### src/rtl/instr_fetch.sv
// Program counter and instruction-fetch sequencer feeding the decoder.
// Optional performance counters are built when FETCH_PERF_CNT_EN is defined.
module instr_fetch #(
  parameter int          PC_W       = 10,
  parameter int unsigned START_ADDR = 0
) (
  input  logic            Clk,
  input  logic            Reset,
  input  logic            start,
  input  logic            halt,
  input  logic            branch_inst,
  input  logic            branch_taken,
  input  logic            jump_en,
  input  logic [8:0]      jump_addr,
  input  logic [8:0]      insn_rdata,
  output logic [PC_W-1:0] pc,
  output logic [8:0]      instruction,
  output logic            read_jump,
  output logic            insn_valid,
  output logic            done
`ifdef FETCH_PERF_CNT_EN
  ,
  output logic [15:0]     cycle_count,
  output logic [15:0]     insn_count
`endif
);

  typedef enum logic [1:0] {
    S_IDLE,
    S_RUN,
    S_JUMP,
    S_HALTED
  } state_e;

  localparam logic [PC_W-1:0] START_PC = PC_W'(START_ADDR);

  state_e          state_q, state_d;
  logic [PC_W-1:0] pc_q, pc_d;
  logic            start_accept;

  // Only IDLE and HALTED honour start; RUN and JUMP ignore it.
  assign start_accept = start && ((state_q == S_IDLE) || (state_q == S_HALTED));

  // NOTE: every variable driven here gets a default first, so no path can
  // leave it unassigned and infer a latch.
  always_comb begin
    state_d = state_q;
    pc_d    = pc_q;
    unique case (state_q)
      S_IDLE, S_HALTED: begin
        if (start) begin
          pc_d    = START_PC;
          state_d = S_RUN;
        end
      end
      S_RUN: begin
        if (halt) begin
          state_d = S_HALTED;
        end else if (branch_inst && branch_taken) begin
          pc_d    = pc_q + PC_W'(1);
          state_d = S_JUMP;
        end else if (branch_inst) begin
          pc_d    = pc_q + PC_W'(2);
        end else begin
          pc_d    = pc_q + PC_W'(1);
        end
      end
      S_JUMP: begin
        // A missing jump_en is tolerated by stepping past the target word.
        pc_d    = jump_en ? PC_W'(jump_addr) : pc_q + PC_W'(1);
        state_d = S_RUN;
      end
      default: state_d = S_IDLE;
    endcase
  end

  // NOTE: sequential state uses non-blocking assignments so all flops update
  // together from pre-edge values.
  always_ff @(posedge Clk or posedge Reset) begin
    if (Reset) begin
      state_q <= S_IDLE;
      pc_q    <= START_PC;
    end else begin
      state_q <= state_d;
      pc_q    <= pc_d;
    end
  end

  assign pc          = pc_q;
  assign instruction = insn_rdata;
  assign read_jump   = (state_q == S_JUMP);
  assign insn_valid  = (state_q == S_RUN) || (state_q == S_JUMP);
  assign done        = (state_q == S_HALTED);

`ifdef FETCH_PERF_CNT_EN
  logic [15:0] cycle_count_q, cycle_count_d;
  logic [15:0] insn_count_q, insn_count_d;

  always_comb begin
    cycle_count_d = cycle_count_q;
    insn_count_d  = insn_count_q;
    if (start_accept) begin
      cycle_count_d = '0;
      insn_count_d  = '0;
    end else begin
      if (insn_valid && (cycle_count_q != 16'hFFFF)) cycle_count_d = cycle_count_q + 16'd1;
      if ((state_q == S_RUN) && (insn_count_q != 16'hFFFF)) insn_count_d = insn_count_q + 16'd1;
    end
  end

  always_ff @(posedge Clk or posedge Reset) begin
    if (Reset) begin
      cycle_count_q <= '0;
      insn_count_q  <= '0;
    end else begin
      cycle_count_q <= cycle_count_d;
      insn_count_q  <= insn_count_d;
    end
  end

  assign cycle_count = cycle_count_q;
  assign insn_count  = insn_count_q;
`else
  logic unused_start_accept;
  assign unused_start_accept = start_accept;
`endif

endmodule

### config.mk
export PLATFORM = sky130hd
export DESIGN_NAME = instr_fetch
export DESIGN_NICKNAME = d
export VERILOG_FILES = /design/src/rtl/instr_fetch.sv
export SDC_FILE = /design/constraint.sdc
export NUM_CORES = 1
export LEC_CHECK = 0
export BUFFER_PORTS_ARGS = -buffer_cell sky130_fd_sc_hd__buf_4
export CORE_UTILIZATION = 45
export DETAILED_ROUTE_END_ITERATION = 10
export GPL_ROUTABILITY_DRIVEN = 1
export GPL_TIMING_DRIVEN = 0
export PLACE_DENSITY = 0.83
export SYNTH_ARGS = -nofsm -noshare
export SYNTH_HDL_FRONTEND = slang
export SYNTH_SLANG_ARGS = --single-unit
export TNS_END_PERCENT = 20
### constraint.sdc
create_clock -name Clk -period 4.55 [get_ports Clk]
set_input_delay 0.6825 -clock Clk [delete_from_list [all_inputs] [get_ports Clk]]
set_output_delay 0.6825 -clock Clk [all_outputs]
set_load 0.01 [all_outputs]
Word level (Yosys, flattened, before mapping)
Cells that the tools add are included.
{"block": "op_classes", "n_addsub": 2, "eq_ne": 6, "mux": 10, "n_reduce_logical": 6}
{"cell": "2-to-1 mux 10 bit", "count": 5}
{"cell": "one-hot mux 10 bit (3 select lines)", "count": 1}
{"cell": "adder 10 x 1 -> 10 bit, second input constant", "count": 1}
{"cell": "adder 10 x 2 -> 10 bit, second input constant", "count": 1}
{"cell": "2-to-1 mux 2 bit", "count": 3}
{"cell": "one-hot mux 2 bit (3 select lines)", "count": 1}
{"cell": "equality test 2 bit, second input constant", "count": 2}
{"cell": "!= test 2 bit, second input constant", "count": 2}
{"cell": "AND reduction 2 bit", "count": 2}
{"cell": "!= test 3 bit, second input constant", "count": 1}
{"cell": "equality test 2 x 1 -> 1 bit, second input constant", "count": 1}
{"cell": "zero test 2 bit", "count": 1}
{"cell": "OR reduction 2 bit", "count": 1}
{"cell": "logical AND 1 bit", "count": 1}
{"cell": "logical OR 1 bit", "count": 1}
{"block": "totals", "reg_bits": 12, "input_bits": 25, "out_inout_bits": 22}

Logic depth before layout (Yosys ltp)
{"block": "depth", "word_depth": 5, "ltp_mapped": 9}

Worst setup path before layout
Ideal clock, no wire load.
{"block": "synth_timing", "path_type": "input -> register", "start": "in jump_en", "end": "reg pc_q[5] (netlist: pc[5])", "setup_ns": 0.086, "arrival_time_ns": 1.611, "t_required_ns": 4.464, "path_slack_ns": 2.853, "cell_stages": 6, "path_buffers": 1, "cell_sequence": "buf_6 nor2b_4 a31oi_1 o22a_1 or3_1 a32oi_1"}
{"block": "synth_between", "elab_chain_cells": 2}
{"element": "start, declared", "line": "13", "text": "input logic jump_en,"}
{"element": "2-to-1 mux 10 bit", "line": "70", "text": "pc_d = jump_en ? PC_W'(jump_addr) : pc_q + PC_W'(1);"}
{"element": "one-hot mux 10 bit (3 select lines)", "line": "49", "text": "unique case (state_q)"}
{"element": "end signal, assigned", "line": "85", "text": "pc_q <= pc_d;"}
{"element": "end, declared", "line": "38", "text": "logic [PC_W-1:0] pc_q, pc_d;"}
Every way passes these cells.
A chain may end at the register's enable or synchronous reset.

Worst setup path after layout
{"block": "layout_timing", "start": "reg state_q[0]", "end": "out insn_valid"}
{"block": "layout_between", "elab_chain_cells": 2, "elab_cells_between_ends": 3, "classes_between": "2 x eq/ne; 1 x reduce/logical"}
{"element": "start, declared", "line": "37", "text": "state_e state_q, state_d;"}
{"element": "start signal, assigned", "line": "84", "text": "state_q <= state_d;"}
{"element": "equality test 2 x 1 -> 1 bit or equality test 2 bit (tied branches)", "line": "92", "text": "assign insn_valid = (state_q == S_RUN) || (state_q == S_JUMP);"}
{"element": "logical OR 1 bit *", "line": "92"}
{"element": "end, declared", "line": "19", "text": "output logic insn_valid,"}
Mark *: on every way between the ends. The rest lies on a longest branch, timed or not.

==> results.sh <==
export IMPL_outcome="finished, final reports clean"
export IMPL_rsz0062_at_grt="false"
export IMPL_numCtsBuffers=3
export IMPL_n_antenna_cell=0
export IMPL_worst_pin_slew_ns=0.638
export IMPL_fin_worst_skew_ns=0.0122
export IMPL_postCtsSetupBuffers=0
export IMPL_place_area_mm2=0.00143
export IMPL_drt_pre_antenna_iters=4
export IMPL_r2r_setup_slack_ns=2.66
export IMPL_std_cell_rows=17
export IMPL_synthArstFlopShare=1.00
export IMPL_fillers=196
export IMPL_p_seq_frac=0.282
export IMPL_cp_slowest_stage_delay_ns=0.41
export IMPL_grt_max_degree=13
export IMPL_drt_total_wl_um=2990
export IMPL_crit_chain="inv_1 > ha_1 > inv_1 > buf_4"
export IMPL_synth_fa_ha_area_frac=0.0554
export IMPL_start_util=0.491
export IMPL_final_nets=207
export IMPL_p_int_mw=0.327
export IMPL_postRouteAntennaNets=0
export IMPL_setup_viol=0
export IMPL_synth_edf_count=0
export IMPL_yosys_area_top_type_share=0.266
export IMPL_synth_nets=166
export IMPL_drt_vias_per_instance=6.07
export IMPL_cts_htree_levels=1
export IMPL_max_slew_margin=0.571
export IMPL_whs_ns=0.411
export IMPL_crit_fanout=6
export IMPL_required_ns=3.87
export IMPL_die_area_mm2=0.00271
export IMPL_first_global_vias=1115
export IMPL_dp_hpwl_um=2280
export IMPL_critical_path_slowest_cell="dfrtp_1"
export IMPL_pwr_share_clk=0.111
export IMPL_hold_viol=0
export IMPL_cts_tree="built"
export IMPL_drt_iter0_drc=59
export IMPL_clkSinkCount=12
export IMPL_synth_top_family_by_area="compound AO/OA/AOI/OAI gates"
export IMPL_tns_ns=0
export IMPL_synth_avg_cell_area_um2=8.30
export IMPL_endpoint_kind="primary output"
export IMPL_synthSimpleGateAreaFrac=0.213
export IMPL_startpoint_type="flip-flop"
export IMPL_netlist_instances=136
export IMPL_arrival_ns=1.35
export IMPL_cts_resized=0
export IMPL_post_route_cell_area_mm2=0.00146
export IMPL_cp_common_cell="inv_1"
export IMPL_ioPinCount=47
export IMPL_pwr_share_comb=0.607
export IMPL_area_delta_synth_final_pct=29.0
export IMPL_multi_input_area_um2=689
export IMPL_synth_most_common_cell="dfrtp_1"
export IMPL_drc=0
export IMPL_synth_cell_types=47
export IMPL_synthXorXnorAreaFrac=0.0233
export IMPL_grt_pass1_wl_um=4970
export IMPL_yosysTopAreaCell="dfrtp_1"
export IMPL_slew_viol_final=0
export IMPL_ys_top_cells_by_count="12 x dfrtp_1, 10 x buf_4, 10 x nand2_1"
export IMPL_clk_pin_slew_worst_paths_ns=0.09
export IMPL_p_sw_mw=0.294
export IMPL_drive_above_1_share=0.337
export IMPL_wl_per_cell_um=14.7
export IMPL_fin_crit_ns=2.04
export IMPL_yosysWarnings=0
export IMPL_hold_buffers=0
export IMPL_power_density_mw_per_mm2=426
export IMPL_synthFlopType="dfrtp_1"
export IMPL_hold_path_class="input pin to asynchronous set/reset pin"
export IMPL_clock_latency_ns=0.28
export IMPL_port_buffers=36
export IMPL_cts_root_buf="clkbuf_4"
export IMPL_worstSetupPathType="flip-flop to primary output"
export IMPL_swShare=0.473
export IMPL_ys_seq_area_frac=0.266
export IMPL_reg2reg_depth=6
export IMPL_worstReg2RegEnd="pc[7]"
export IMPL_fmax_ghz=0.491
export IMPL_yosys_top_cells_area="dfrtp_1 27%, buf_4 6.7%, ha_1 5.5%"
export IMPL_ys_ff_latch=12
export IMPL_grt_use_total=0.243
export IMPL_r2r_start="state_q[0]"
export IMPL_dieHeight_um=52.1
export IMPL_synth_compound_area_frac=0.279
export IMPL_die_w_um=52.1
export IMPL_finalCoreUtilization=0.634
export IMPL_core_area_mm2=0.00230
export IMPL_vias=1233
export IMPL_synth_mux_area_frac=0.0399
export IMPL_gp_congestion=0.839
export IMPL_leakage_nw=0.689
export IMPL_cap_violations=0
export IMPL_period_share=0.448
export IMPL_seq_area_um2=300
export IMPL_ir_drop_uv=290
export IMPL_grt_ovfl_total=0
export IMPL_cts_buffer_depth=2
export IMPL_syn_cell_area_mm2=0.00113
export IMPL_antenna_found_initial=0
per-stage QoR:
step	setup WS, ns	instances	power [mW]
5_1_grt	2.45	203	0.670
2_1_floorplan	2.85	136	0.416
3_3_place_gp	2.72	200	0.533
4_1_cts	2.52	203	0.619
3_5_place_dp	2.69	200	0.547
6_report	2.51	203	0.621
critical path: cells and delay by family, from the launching register on:
kind | cells | cell delay [ns]
flip-flops | 1 | 0.41
buffers and inverters | 3 | 0.35
adder cells (fa/ha/maj) | 1 | 0.31
worst max path at each step:
| stage | from | endpoint | slack, ns |
|---|---|---|---|
| final | state_q[0] | insn_valid | 2.51 |
| after detailed placement | branch_inst | pc[9] | 2.69 |
| after floorplan | jump_en | pc[5] | 2.85 |
| after global routing | state_q[0] | insn_valid | 2.45 |
| after CTS | state_q[0] | insn_valid | 2.52 |
| after global placement | halt | pc[3] | 2.72 |
sequential cells by signal, summed over array words and instances (netlist names):
signal / cells
state_q: 2
pc: 10
layout by cell type (no fill, tap or decap), types with 2 or more instances in the layout:
cell / instances
buf_4: 46
dfrtp_1: 12
nand2_1: 10
o21ai_0: 9
nand3_1: 8
a21oi_1: 7
inv_1: 6
a31oi_1: 6
nor2_1: 5
ha_1: 5
buf_2: 3
o21ai_1: 3
o211ai_1: 3
mux2i_1: 3
a41oi_1: 3
nor3b_1: 3
clkbuf_4: 3
buf_6: 2
or3_1: 2
and3_1: 2
xnor2_1: 2
nand4_1: 2
o31ai_1: 2
a221oi_1: 2
nor3_1: 2
o22ai_1: 2
kinds of logic (layout without fill, tap and decap cells):
kind of cell,count (synthesis),in the layout
AO/OA/AOI/OAI,47,47
AND/OR/NAND/NOR,43,43
buffers and inverters,22,61
flip-flops,12,12
adder cells (fa/ha/maj),5,5
multiplexers,4,4
XOR/XNOR,3,3
per-layer routing:
| metal | vias up | wire length, um | GRT usage |
|---|---|---|---|
| li1 | 583 | - | - |
| met1 | 567 | 1190 | 0.299 |
| met2 | 81 | 1460 | 0.427 |
| met3 | 2 | 337 | 0.0643 |
| met4 | 0 | 5 | 0.0360 |
| met5 | - | 0 | 0 |
final cells by class:
type                       instances  share of cell area
tap                               28              0.0241
timing repair buffer              36               0.186
buffer                            16              0.0799
multi-input combinational        102               0.473
inverter                           6              0.0155
clock buffer                       3              0.0155
sequential                        12               0.206
power by group through the flow:
stage	combinational [mW]	clock, mW	sequential (mW)
floorplan	0.242	0	0.174
global placement	0.360	0	0.174
detailed placement	0.370	0	0.177
CTS	0.373	0.0715	0.174
global route	0.414	0.0751	0.181
finish	0.377	0.0691	0.175
(Power assumes the default switching activity.)
